### config.mk
export PLATFORM = sky130hd
export DESIGN_NAME = hazard_scoreboard_flat
export DESIGN_NICKNAME = d
export VERILOG_FILES = /design/src/rtl/hazard_scoreboard_if.sv /design/src/rtl/hazard_scoreboard.sv /design/src/flat_wrapper.sv
export SDC_FILE = /design/constraint.sdc
export NUM_CORES = 1
export LEC_CHECK = 0
export BUFFER_PORTS_ARGS = -buffer_cell sky130_fd_sc_hd__buf_4
export CORE_MARGIN = 2
export CORE_UTILIZATION = 25
export DETAILED_ROUTE_END_ITERATION = 8
export PLACE_DENSITY_LB_ADDON = 0.05
export SLEW_MARGIN = 40
export SYNTH_ARGS = -nofsm -noshare
export SYNTH_HDL_FRONTEND = slang
export SYNTH_SLANG_ARGS = --single-unit
### constraint.sdc
create_clock -name clk -period 4.09 [get_ports clk]
set_input_delay 0.409 -clock clk [delete_from_list [all_inputs] [get_ports clk]]
set_output_delay 0.409 -clock clk [all_outputs]
set_load 0.01 [all_outputs]
### src/rtl/hazard_scoreboard_if.sv
// Decode-side hazard interface: operand/destination info in, stall and bypass selects out.
// Latency: none of its own; it only carries signals.
// Backpressure: dhs=0 from the scoreboard holds decode/fetch and inserts a bubble.
interface hazard_scoreboard_if #(
  parameter int REG_AW = 3,
  parameter int SEL_W  = 3,
  parameter int CNT_W  = 8
);
  logic [REG_AW-1:0] aa;
  logic [REG_AW-1:0] ba;
  logic [REG_AW-1:0] da;
  logic              rw;
  logic              ma;
  logic              mb;
  logic              md;
  logic              id_valid;
  logic              flush;
  logic              dhs;
  logic [SEL_W-1:0]  fwd_a_sel;
  logic [SEL_W-1:0]  fwd_b_sel;
  logic [CNT_W-1:0]  stall_cnt;

  // Decode stage drives instruction info and consumes stall/bypass.
  modport master (
    output aa, ba, da, rw, ma, mb, md, id_valid, flush,
    input  dhs, fwd_a_sel, fwd_b_sel, stall_cnt
  );

  // Scoreboard consumes instruction info and produces stall/bypass.
  modport slave (
    input  aa, ba, da, rw, ma, mb, md, id_valid, flush,
    output dhs, fwd_a_sel, fwd_b_sel, stall_cnt
  );
endinterface

### src/rtl/hazard_scoreboard.sv
// RAW hazard scoreboard: tracks DEPTH in-flight destinations, yields bypass selects or a stall.
// Latency: dhs and fwd selects are combinational from decode inputs; entries update each edge.
// Backpressure: dhs=0 stalls decode/fetch; the stalled slot enters the pipe as a bubble.
module hazard_scoreboard #(
  parameter int REG_AW = 3,
  parameter int DEPTH  = 2,
  parameter int FWD_EN = 1,
  parameter int CNT_W  = 8,
  parameter int SEL_W  = 3
) (
  input  logic                 clk,
  input  logic                 rst_n,
  hazard_scoreboard_if.slave   hs
);

  // Entry k: valid, destination register, load flag. Entry 0 is EX.
  logic [DEPTH-1:0]  v;
  logic [DEPTH-1:0]  ld;
  logic [REG_AW-1:0] dst [DEPTH];

  logic              haz_a;
  logic              haz_b;
  logic [SEL_W-1:0]  sel_a;
  logic [SEL_W-1:0]  sel_b;
  logic              dhs_int;
  logic [CNT_W-1:0]  cnt;

  // Operand match search; scanning oldest to youngest lets the youngest match win.
  always_comb begin
    haz_a = 1'b0;
    haz_b = 1'b0;
    sel_a = '0;
    sel_b = '0;
    for (int k = DEPTH - 1; k >= 0; k--) begin
      if (v[k] && dst[k] == hs.aa && hs.aa != '0 && !hs.ma && hs.id_valid) begin
        if (FWD_EN == 0 || (ld[k] && k == 0)) begin
          haz_a = 1'b1;
          sel_a = '0;
        end else begin
          haz_a = 1'b0;
          sel_a = SEL_W'(k + 1);
        end
      end
      if (v[k] && dst[k] == hs.ba && hs.ba != '0 && !hs.mb && hs.id_valid) begin
        if (FWD_EN == 0 || (ld[k] && k == 0)) begin
          haz_b = 1'b1;
          sel_b = '0;
        end else begin
          haz_b = 1'b0;
          sel_b = SEL_W'(k + 1);
        end
      end
    end
  end

  // A taken branch kills the decode instruction, so it never stalls.
  assign dhs_int      = hs.flush | ~(haz_a | haz_b);
  assign hs.dhs       = dhs_int;
  assign hs.fwd_a_sel = dhs_int ? sel_a : '0;
  assign hs.fwd_b_sel = dhs_int ? sel_b : '0;
  assign hs.stall_cnt = cnt;

  // Shift the scoreboard; load entry 0 with the issuing instruction or a bubble.
  always_ff @(posedge clk or negedge rst_n) begin
    if (!rst_n) begin
      v  <= '0;
      ld <= '0;
      for (int k = 0; k < DEPTH; k++) dst[k] <= '0;
    end else begin
      for (int k = DEPTH - 1; k >= 1; k--) begin
        v[k]   <= v[k-1] & ~hs.flush;
        ld[k]  <= ld[k-1];
        dst[k] <= dst[k-1];
      end
      v[0]   <= hs.id_valid & dhs_int & hs.rw & (hs.da != '0) & ~hs.flush;
      ld[0]  <= hs.md;
      dst[0] <= hs.da;
    end
  end

  // Saturating count of stalled cycles; cleared only by reset.
  always_ff @(posedge clk or negedge rst_n) begin
    if (!rst_n) begin
      cnt <= '0;
    end else if (!dhs_int && cnt != {CNT_W{1'b1}}) begin
      cnt <= cnt + CNT_W'(1);
    end
  end

endmodule

### src/flat_wrapper.sv
// flat-port wrapper written by rule: the top's interface ports become plain ports
module hazard_scoreboard_flat 
#(
  parameter int REG_AW = 3,
  parameter int DEPTH  = 2,
  parameter int FWD_EN = 1,
  parameter int CNT_W  = 8,
  parameter int SEL_W  = 3
)
  (clk, rst_n, hs_aa, hs_ba, hs_da, hs_rw, hs_ma, hs_mb, hs_md, hs_id_valid, hs_flush, hs_dhs, hs_fwd_a_sel, hs_fwd_b_sel, hs_stall_cnt);
  hazard_scoreboard_if #(.REG_AW(REG_AW), .SEL_W(SEL_W), .CNT_W(CNT_W)) hs_i ();
  input  logic clk;
  input  logic rst_n;
  input wire logic [$bits(hs_i.aa)-1:0] hs_aa;
  input wire logic [$bits(hs_i.ba)-1:0] hs_ba;
  input wire logic [$bits(hs_i.da)-1:0] hs_da;
  input wire logic [$bits(hs_i.rw)-1:0] hs_rw;
  input wire logic [$bits(hs_i.ma)-1:0] hs_ma;
  input wire logic [$bits(hs_i.mb)-1:0] hs_mb;
  input wire logic [$bits(hs_i.md)-1:0] hs_md;
  input wire logic [$bits(hs_i.id_valid)-1:0] hs_id_valid;
  input wire logic [$bits(hs_i.flush)-1:0] hs_flush;
  output wire logic [$bits(hs_i.dhs)-1:0] hs_dhs;
  output wire logic [$bits(hs_i.fwd_a_sel)-1:0] hs_fwd_a_sel;
  output wire logic [$bits(hs_i.fwd_b_sel)-1:0] hs_fwd_b_sel;
  output wire logic [$bits(hs_i.stall_cnt)-1:0] hs_stall_cnt;
  assign hs_i.aa = hs_aa;
  assign hs_i.ba = hs_ba;
  assign hs_i.da = hs_da;
  assign hs_i.rw = hs_rw;
  assign hs_i.ma = hs_ma;
  assign hs_i.mb = hs_mb;
  assign hs_i.md = hs_md;
  assign hs_i.id_valid = hs_id_valid;
  assign hs_i.flush = hs_flush;
  assign hs_dhs = hs_i.dhs;
  assign hs_fwd_a_sel = hs_i.fwd_a_sel;
  assign hs_fwd_b_sel = hs_i.fwd_b_sel;
  assign hs_stall_cnt = hs_i.stall_cnt;
  hazard_scoreboard #(.REG_AW(REG_AW), .DEPTH(DEPTH), .FWD_EN(FWD_EN), .CNT_W(CNT_W), .SEL_W(SEL_W)) u_core (.clk(clk), .rst_n(rst_n), .hs(hs_i));
endmodule
## After elaboration in Yosys (flattened, before gate mapping)

Index checks and enable logic that the tools add are counted.

| word-level totals | value |
|---|---|
| bits of input ports | 17 |
| output and inout port bits | 15 |
| word-level logic and storage cells | 53 |
| bits in registers | 17 |

| operators by class | value |
|---|---|
| multiplexer cells | 10 |
| add/subtract/negate cells | 1 |
| bitwise operators | 9 |
| reductions and logical operators | 23 |
| equality and inequality tests | 5 |

Operators by type and width:

| kind | count |
|---|---|
| logical AND 1 bit | 17 |
| == test 3 bit | 4 |
| 2-to-1 mux 3 bit | 4 |
| nonzero test 3 bit | 3 |
| adder 8 x 1 -> 8 bit (second input constant) | 1 |
| inequality test 8 bit (second input constant) | 1 |
| bitwise AND 1 bit | 5 |
| 2-to-1 mux 1 bit | 4 |
| 2-to-1 mux 2 bit | 2 |
| zero test 1 bit | 3 |
| inverter 1 bit | 2 |
| OR 1 bit | 2 |

## Depth between registers and ports, before layout

Gate-level depths: netlist of the first run.

| logic depth | value |
|---|---|
| depth in word-level cells | 13 |
| mapped depth | 6 |
| mapped depth without buffers | 6 |

## Least setup slack after synthesis of the first run

No wires, ideal clock.

| timing | value |
|---|---|
| path kind | register to register |
| start point | reg u_core.dst[4] in the netlist's numbering |
| end point | reg u_core.cnt[1] (netlist: u_core.hs.stall_cnt[1]) |
| clock period less this slack | 1.951 ns |
| slack | 2.139 ns |
| buffers on the path | 1 |
| data required time | 3.962 ns |
| cell stages (with the launch flop) | 7 |
| setup time | 0.128 ns |
| arrival time | 1.823 ns |
| path through | dfrtp_1 or3b_1 a211oi_2 o21ai_2 buf_6 a211oi_4 mux2_1 |

| between the ends | value |
|---|---|
| cells in the longest elaborated chain, start to end | 11 |
| elaborated cells between the ends (all ways) | 17 |
| those cells by class | 2 x eq/ne; 2 x mux; 3 x bitwise; 10 x reduce/logical |

Ends and longest elaborated chain:

| item | line | RTL |
|---|---|---|
| start, declared | hazard_scoreboard.sv:19 | `logic [REG_AW-1:0] dst [DEPTH];` |
| start signal, assigned by index | hazard_scoreboard.sv:73 | `dst[k] <= dst[k-1];` |
| == test 3 bit, on equally long branches | hazard_scoreboard.sv:35, hazard_scoreboard.sv:44 |  |
| logical AND 1 bit, on equally long branches (4 in series) | hazard_scoreboard.sv:35, hazard_scoreboard.sv:44 |  |
| 2-to-1 mux 1 bit, on equally long branches | hazard_scoreboard.sv:35, hazard_scoreboard.sv:44 |  |
| OR 1 bit (*) | hazard_scoreboard.sv:57 | `assign dhs_int = hs.flush \| ~(haz_a \| haz_b);` |
| inverter 1 bit (*) | hazard_scoreboard.sv:57 |  |
| OR 1 bit (*) | hazard_scoreboard.sv:57 |  |
| zero test 1 bit (*) | hazard_scoreboard.sv:85 | `end else if (!dhs_int && cnt != {CNT_W{1'b1}}) begin` |
| logical AND 1 bit (*) | hazard_scoreboard.sv:85 |  |
| end signal, assigned | hazard_scoreboard.sv:86 | `cnt <= cnt + CNT_W'(1);` |
| end, declared | hazard_scoreboard.sv:26 | `logic [CNT_W-1:0] cnt;` |

Every way passes the cells marked *; elsewhere a longest branch is shown, timed or not.
A chain may end at the register's enable or synchronous reset.

## Worst setup path in the final report of the first run

| timing | value |
|---|---|
| start point | reg u_core.dst[4] in the netlist's numbering |
| end point | out hs_fwd_a_sel[1] |

| between the ends | value |
|---|---|
| cells in the longest elaborated chain, start to end | 10 |
| elaborated cells between the ends (all ways) | 17 |
| those cells by class | 2 x eq/ne; 4 x mux; 3 x bitwise; 8 x reduce/logical |

Ends and longest elaborated chain:

| item | line | RTL |
|---|---|---|
| == test 3 bit, on equally long branches | hazard_scoreboard.sv:35, hazard_scoreboard.sv:44 |  |
| logical AND 1 bit, on equally long branches (4 in series) | hazard_scoreboard.sv:35, hazard_scoreboard.sv:44 |  |
| 2-to-1 mux 1 bit, on equally long branches | hazard_scoreboard.sv:35, hazard_scoreboard.sv:44 |  |
| OR 1 bit | hazard_scoreboard.sv:57 |  |
| inverter 1 bit | hazard_scoreboard.sv:57 |  |
| OR 1 bit | hazard_scoreboard.sv:57 |  |
| 2-to-1 mux 3 bit (*) | hazard_scoreboard.sv:59 | `assign hs.fwd_a_sel = dhs_int ? sel_a : '0;` |
| end, declared | flat_wrapper.sv:24 | `output wire logic [$bits(hs_i.fwd_a_sel)-1:0] hs_fwd_a_sel;` |

Marks and branches as above.

==> results of run 1 <==
## final cells by class
cell class	instances	area, um2
Sequential cell	17	425.4
Timing Repair Buffer	29	217.7
Tap cell	50	62.56
Clock buffer	4	45.04
Multi-Input combinational cell	78	554.3
Fill cell	406	2638
## cells in the mapped netlist (3+ instances only)
master	n	area share (%)
nor2_1	4	1.5
buf_4	3	2.2
mux2_1	3	3.3
xor2_1	9	7.8
a21oi_1	6	3.0
nand3_1	8	4.0
nand2_1	10	3.7
and3_1	3	1.9
nor3_1	4	2.0
a211oi_2	4	5.0
dfrtp_1	17	42
xnor2_1	4	3.5
## metrics by stage
step | hold WS (ns) | cell area (um2) | instances
detailed placement | 0.2973 | 1260 | 174
CTS | 0.02107 | 1305 | 178
global placement | 0.2953 | 1256 | 174
floorplan | 0.1134 | 1013 | 100
finish | 0.01440 | 1305 | 178
global route | 0.02783 | 1305 | 178
## per-layer routing
metal	track usage, %	share of wire [%]	vias to the layer above
met5	0	0	-
met4	4.592	1.4	0
met3	2.333	4.8	4
met2	17.65	45	20
met1	16.10	49	391
li1	-	-	412
## cell usage in the layout (no fill, tap or decap), types with 4 or more instances in the layout
| master | n |
|---|---|
| a211oi_2 | 4 |
| a21oi_1 | 6 |
| buf_4 | 29 |
| dfrtp_1 | 17 |
| nand2_1 | 10 |
| nand3_1 | 8 |
| nor2_1 | 4 |
| nor3_1 | 4 |
| xnor2_1 | 4 |
| xor2_1 | 9 |
## path summary, 6_finish.rpt
| path | cells after the start | from | slack [ns] | end |
|---|---|---|---|---|
| setup / recovery | 5 | u_core.dst[4] | 1.67 | hs_fwd_a_sel[1] |
| hold / removal | 1 | rst_n | 0.01 | u_core.hs.stall_cnt[6] |
| setup reg to reg | 5 | u_core.dst[4] | 1.88 | u_core.hs.stall_cnt[7] |
| hold reg to reg | 0 | u_core.dst[5] | 0.46 | u_core.dst[2] |
| max in group asynchronous | 1 | rst_n | 3.88 | u_core.v[0] |
| min in group clk | 1 | hs_md | 0.26 | u_core.ld[0] |
## power breakdown
| group | switching, mW | leakage, nW | internal [mW] |
|---|---|---|---|
| clock | 0.0570 | 0.0228 | 0.0691 |
| combinational | 0.0205 | 0.337 | 0.0211 |
| sequential | 0.00636 | 0.220 | 0.173 |
## logic make-up after synthesis
family,count (synthesis),share of synthesized area [%]
AND/OR/NAND/NOR,41,21.44
AO/OA/AOI/OAI,18,16.48
flip-flops,17,42.13
XOR/XNOR,13,11.28
buffers and inverters,5,3.717
multiplexers,3,3.345
adder cells (fa/ha/maj),1,1.239
other,1,0.3714
## registers in the layout, summed over array words and instances, names as in the netlist
register and count:
u_core.ld 1, u_core.hs.stall_cnt 8, u_core.v 2, u_core.dst 6
## worst max-delay path: stages (launching register included)
cell	delay [ns]
dfrtp_1	0.46
or3b_1	0.41
a211oi_2	0.22
o21ai_2	0.22
o2111a_1	0.31
buf_4	0.15
==> impl_metrics.env, run 1 <==
export IMPL_drt_pass1_iter_count=2
export IMPL_grt_max_degree=18
export IMPL_fp_dieW_um=67.55
export IMPL_hold_path_class="in2async"
export IMPL_grt_antenna_before_repair=0
export IMPL_netlist_cell_type_count=29
export IMPL_drt_iter0_drc=26
export IMPL_cts_setup_buffers=0
export IMPL_power_total_uw=347.3
export IMPL_fp_dieArea_um2=4563
export IMPL_vias=827
export IMPL_cts_resized=0
export IMPL_dp_worst_setup_slack_ns=1.817
export IMPL_clock_root_buffer="clkbuf_8"
export IMPL_crit_arrival_ns=2.01
export IMPL_synth_edf_count=0
export IMPL_cts_buffers=3
export IMPL_syn_area_um2=1010
export IMPL_drt_total_wl_mm=2.381
export IMPL_area_delta_synth_final_pct=29.24
export IMPL_rsz0062_at_grt="no"
export IMPL_setup_violations=0
export IMPL_maxCapViolCount=0
export IMPL_start_kind="flop"
export IMPL_cp_end_kind="output pin"
export IMPL_wl_per_cell_um=13.38
export IMPL_peakVddDrop_mv=0.1036
export IMPL_worst_pin_slew_ns=0.6277
export IMPL_ys_seq_area_share_pct=42.13
export IMPL_crit_type="reg2out"
export IMPL_initial_core_util_pct=25.61
export IMPL_fin_skew_ns=0.002103
export IMPL_place_congestion=0.7208
export IMPL_yosys_register_bits=17
export IMPL_via_per_inst=4.646
export IMPL_clk_pin_slew_ns=0.07
export IMPL_worst_path_max_fanout=11
export IMPL_syn_avg_cell_area_um2=10.20
export IMPL_finalCritPeriodShare_pct=59.09
export IMPL_io_buffers=29
export IMPL_max_clock_freq_mhz=413.8
export IMPL_n_antenna_cell=0
export IMPL_core_area_um2=3943
export IMPL_ctsHoldBuffers=0
export IMPL_ant_nets=0
export IMPL_grt_pass1_vias=857
export IMPL_cts_tree="yes"
export IMPL_slew_headroom_pct=58.14
export IMPL_drive_gt1_share_pct=31.25
export IMPL_finalNetCount=147
export IMPL_hold_violations=0
export IMPL_drc=0
export IMPL_crit_required_ns=3.68
export IMPL_die_y_um=67.55
export IMPL_status="finished, final reports clean"
export IMPL_io_pins=32
export IMPL_grt_usage_pct=11.62
export IMPL_h_tree_depth=1
export IMPL_insertion_delay_ns=0.25
export IMPL_setup_tns_ns=0
export IMPL_cts_max_path_buffers=2
export IMPL_synthesis_instances=99
export IMPL_yosys_warnings=0
export IMPL_dp_hpwl_mm=1.836
export IMPL_setup_ws_ns=1.673
export IMPL_grt_pass1_wl_mm=3.898
export IMPL_clkSinkCount=17
export IMPL_leakage_nw=0.5801
export IMPL_async_reset_ff_share_pct=100.0
export IMPL_final_util_pct=33.10
export IMPL_rows=23
export IMPL_min_period_ns=2.417
export IMPL_grt_overflow_total=0
export IMPL_slew_viol_final=0
export IMPL_p_per_area_nw_per_um2=266.2
export IMPL_yosys_most_used_dff="dfrtp_1"
Note: power is estimated with default switching activity, not from simulation.
==> run 2: changes to the inputs <==
--- a/config.mk
+++ b/config.mk
@@ -5,6 +5,7 @@
 export SDC_FILE = /design/constraint.sdc
 export NUM_CORES = 1
 export LEC_CHECK = 0
+export ABC_AREA = 1
 export BUFFER_PORTS_ARGS = -buffer_cell sky130_fd_sc_hd__buf_4
 export CORE_MARGIN = 2
 export CORE_UTILIZATION = 25
==> constraint.sdc (replaced) <==
create_clock -name clk -period 2.09 [get_ports clk]
set_input_delay 0.209 -clock clk [delete_from_list [all_inputs] [get_ports clk]]
set_output_delay 0.209 -clock clk [all_outputs]
set_load 0.01 [all_outputs]
==> impl_metrics.env, run 2 <==
export IMPL_leakage_nw=0.7501
export IMPL_max_clock_freq_mhz=528.3
export IMPL_fin_skew_ns=0.001250
export IMPL_start_kind="flop"
export IMPL_drive_gt1_share_pct=23.60
export IMPL_synth_edf_count=0
export IMPL_synthTopCellsByArea="dfrtp_1 40%, nand2_1 16%, inv_1 6.7%, nand4_1 6.5%, nor2_1 5.7%"
export IMPL_grt_usage_pct=12.37
export IMPL_synth_top_area_share_pct=40.24
export IMPL_place_congestion=0.8028
export IMPL_final_util_pct=34.07
export IMPL_largest_reg_flops=8
export IMPL_area_delta_synth_final_pct=29.82
export IMPL_rows=23
export IMPL_cts_setup_buffers=0
export IMPL_core_area_um2=4029
export IMPL_clk_pin_slew_ns=0.07
export IMPL_via_per_inst=4.351
export IMPL_synth_common_cells="46 x nand2_1, 19 x inv_1, 17 x dfrtp_1"
export IMPL_final_common_cell="nand2_1"
export IMPL_async_reset_ff_share_pct=100.0
export IMPL_grt_pass1_vias=961
export IMPL_synth_top_area_cell="dfrtp_1"
export IMPL_crit_arrival_ns=1.68
export IMPL_ys_seq_area_share_pct=40.24
export IMPL_initial_core_util_pct=26.24
export IMPL_syn_avg_cell_area_um2=7.242
export IMPL_ant_nets=0
export IMPL_cts_tree="yes"
export IMPL_cts_buffers=3
export IMPL_grt_antenna_before_repair=0
export IMPL_seq_power_share_pct=50.6
export IMPL_power_internal_uw=516.2
export IMPL_netlist_cell_type_count=24
export IMPL_yosys_register_bits=17
export IMPL_fp_dieW_um=69.03
export IMPL_syn_area_um2=1057
export IMPL_worst_path_max_fanout=11
export IMPL_hold_path_startpoint="hs_md"
export IMPL_insertion_delay_ns=0.25
export IMPL_vias=992
export IMPL_cp_end_kind="output pin"
export IMPL_synthesis_instances=146
export IMPL_yosys_warnings=0
export IMPL_cts_max_path_buffers=2
export IMPL_clkPwrFrac_pct=36.4
export IMPL_maxCapViolCount=0
export IMPL_clock_root_buffer="clkbuf_8"
export IMPL_min_to="u_core.ld[0]"
export IMPL_io_pins=32
export IMPL_combPwrFrac_pct=13.0
export IMPL_r2r_end="u_core.hs.stall_cnt[1]"
export IMPL_h_tree_depth=1
export IMPL_drc=0
export IMPL_hold_violations=0
export IMPL_setup_tns_ns=0
export IMPL_die_y_um=69.03
export IMPL_min_path_cells=1
export IMPL_grt_overflow_total=0
export IMPL_rsz0062_at_grt="no"
export IMPL_drt_pass1_iter_count=4
export IMPL_finalCritPeriodShare_pct=90.56
export IMPL_peakVddDrop_mv=0.2534
export IMPL_crit_required_ns=1.88
export IMPL_wl_per_cell_um=11.64
export IMPL_slew_viol_final=0
export IMPL_finalNetCount=197
export IMPL_hold_path_class="in2reg"
export IMPL_dp_hpwl_mm=2.119
export IMPL_most_common_layout_cells="46 x nand2_1, 30 x buf_4, 19 x inv_1"
export IMPL_ctsHoldBuffers=1
export IMPL_grt_pass1_wl_mm=4.747
export IMPL_reg2reg_slack_ns=0.60
export IMPL_timing_rr_start="u_core.dst[4]"
export IMPL_p_per_area_nw_per_um2=503.3
export IMPL_cts_resized=0
export IMPL_yosysMostFrequentCell="nand2_1"
export IMPL_io_buffers=29
export IMPL_min_period_ns=1.893
export IMPL_setup_violations=0
export IMPL_grt_max_degree=18
export IMPL_n_antenna_cell=0
export IMPL_swShare_pct=25.28
export IMPL_clkSinkCount=17
export IMPL_drt_iter0_drc=41
export IMPL_drt_total_wl_mm=2.655
export IMPL_crit_type="reg2out"
export IMPL_ff2ff_path_depth=9
export IMPL_holdWs_ns=0.06845
export IMPL_yosys_most_used_dff="dfrtp_1"
export IMPL_fp_dieArea_um2=4765
export IMPL_status="finished, final reports clean"
export IMPL_power_switching_uw=174.6
run 2: how the worst max path moves through the flow:
stage / startpoint / slack (ns) / end
global placement: u_core.dst[4] / 0.44 / hs_fwd_a_sel[1]
finish: u_core.dst[4] / 0.20 / hs_fwd_a_sel[1]
global route: u_core.dst[4] / 0.01 / hs_fwd_a_sel[1]
CTS: u_core.dst[4] / 0.16 / hs_fwd_a_sel[1]
floorplan: u_core.dst[4] / 0.68 / hs_fwd_a_sel[1]
detailed placement: u_core.dst[4] / 0.45 / hs_fwd_a_sel[1]
run 2: area by class of cell:
type	count	area, um2
well taps	50	62.56
multi-input cells	106	529.3
inverters	20	75.07
flip-flops and latches	17	425.4
fillers	455	2656
clock buffers	4	45.04
repair buffers	31	235.2
run 2: kinds of logic after synthesis:
| kind of cell | Yosys count | share of synthesized area [%] |
|---|---|---|
| adders and majority gates | 1 | 1.183 |
| AOI/OAI and AO/OA | 5 | 2.366 |
| buffers and inverters | 24 | 10.06 |
| xor gates and xnor gates | 6 | 4.970 |
| and+or+nand+nor | 92 | 40.83 |
| DFF | 17 | 40.24 |
| other | 1 | 0.3547 |
run 2: power groups by stage:
stage | clock, mW | sequential (mW) | combinational (mW)
floorplan | 0 | 0.355 | 0.0427
global placement | 0 | 0.356 | 0.0898
detailed placement | 0 | 0.356 | 0.0900
CTS | 0.266 | 0.350 | 0.0919
global route | 0.281 | 0.353 | 0.103
finish | 0.252 | 0.350 | 0.0896
run 2: metrics by stage:
stage                     worst slack, ns  cell area, um2  total power, mW  instances
after floorplan                    0.6829            1061           0.3975        147
after global routing              0.01272            1373           0.7368        228
after detailed placement           0.4474            1318           0.4462        223
after CTS                          0.1623            1373           0.7078        228
final                              0.1973            1373           0.6908        228
after global placement             0.4446            1318           0.4460        223
run 2: critical path, stage by stage, from the launching register on:
cell and delay, ns:
dfrtp_1 0.41, inv_1 0.07, nand2_1 0.06, nand2_1 0.05, nor2_1 0.08, nand3_1 0.16
nand2_2 0.25, nand2_2 0.09, nand3_1 0.09, inv_1 0.04, buf_4 0.13
run 2: per-layer routing:
metal	global-route usage (%)	up-vias	part of all wire (%)
li1	-	520	-
met1	17.81	443	49
met2	18.27	27	43
met3	2.778	2	7.0
met4	3.922	0	0.90
met5	0	-	0
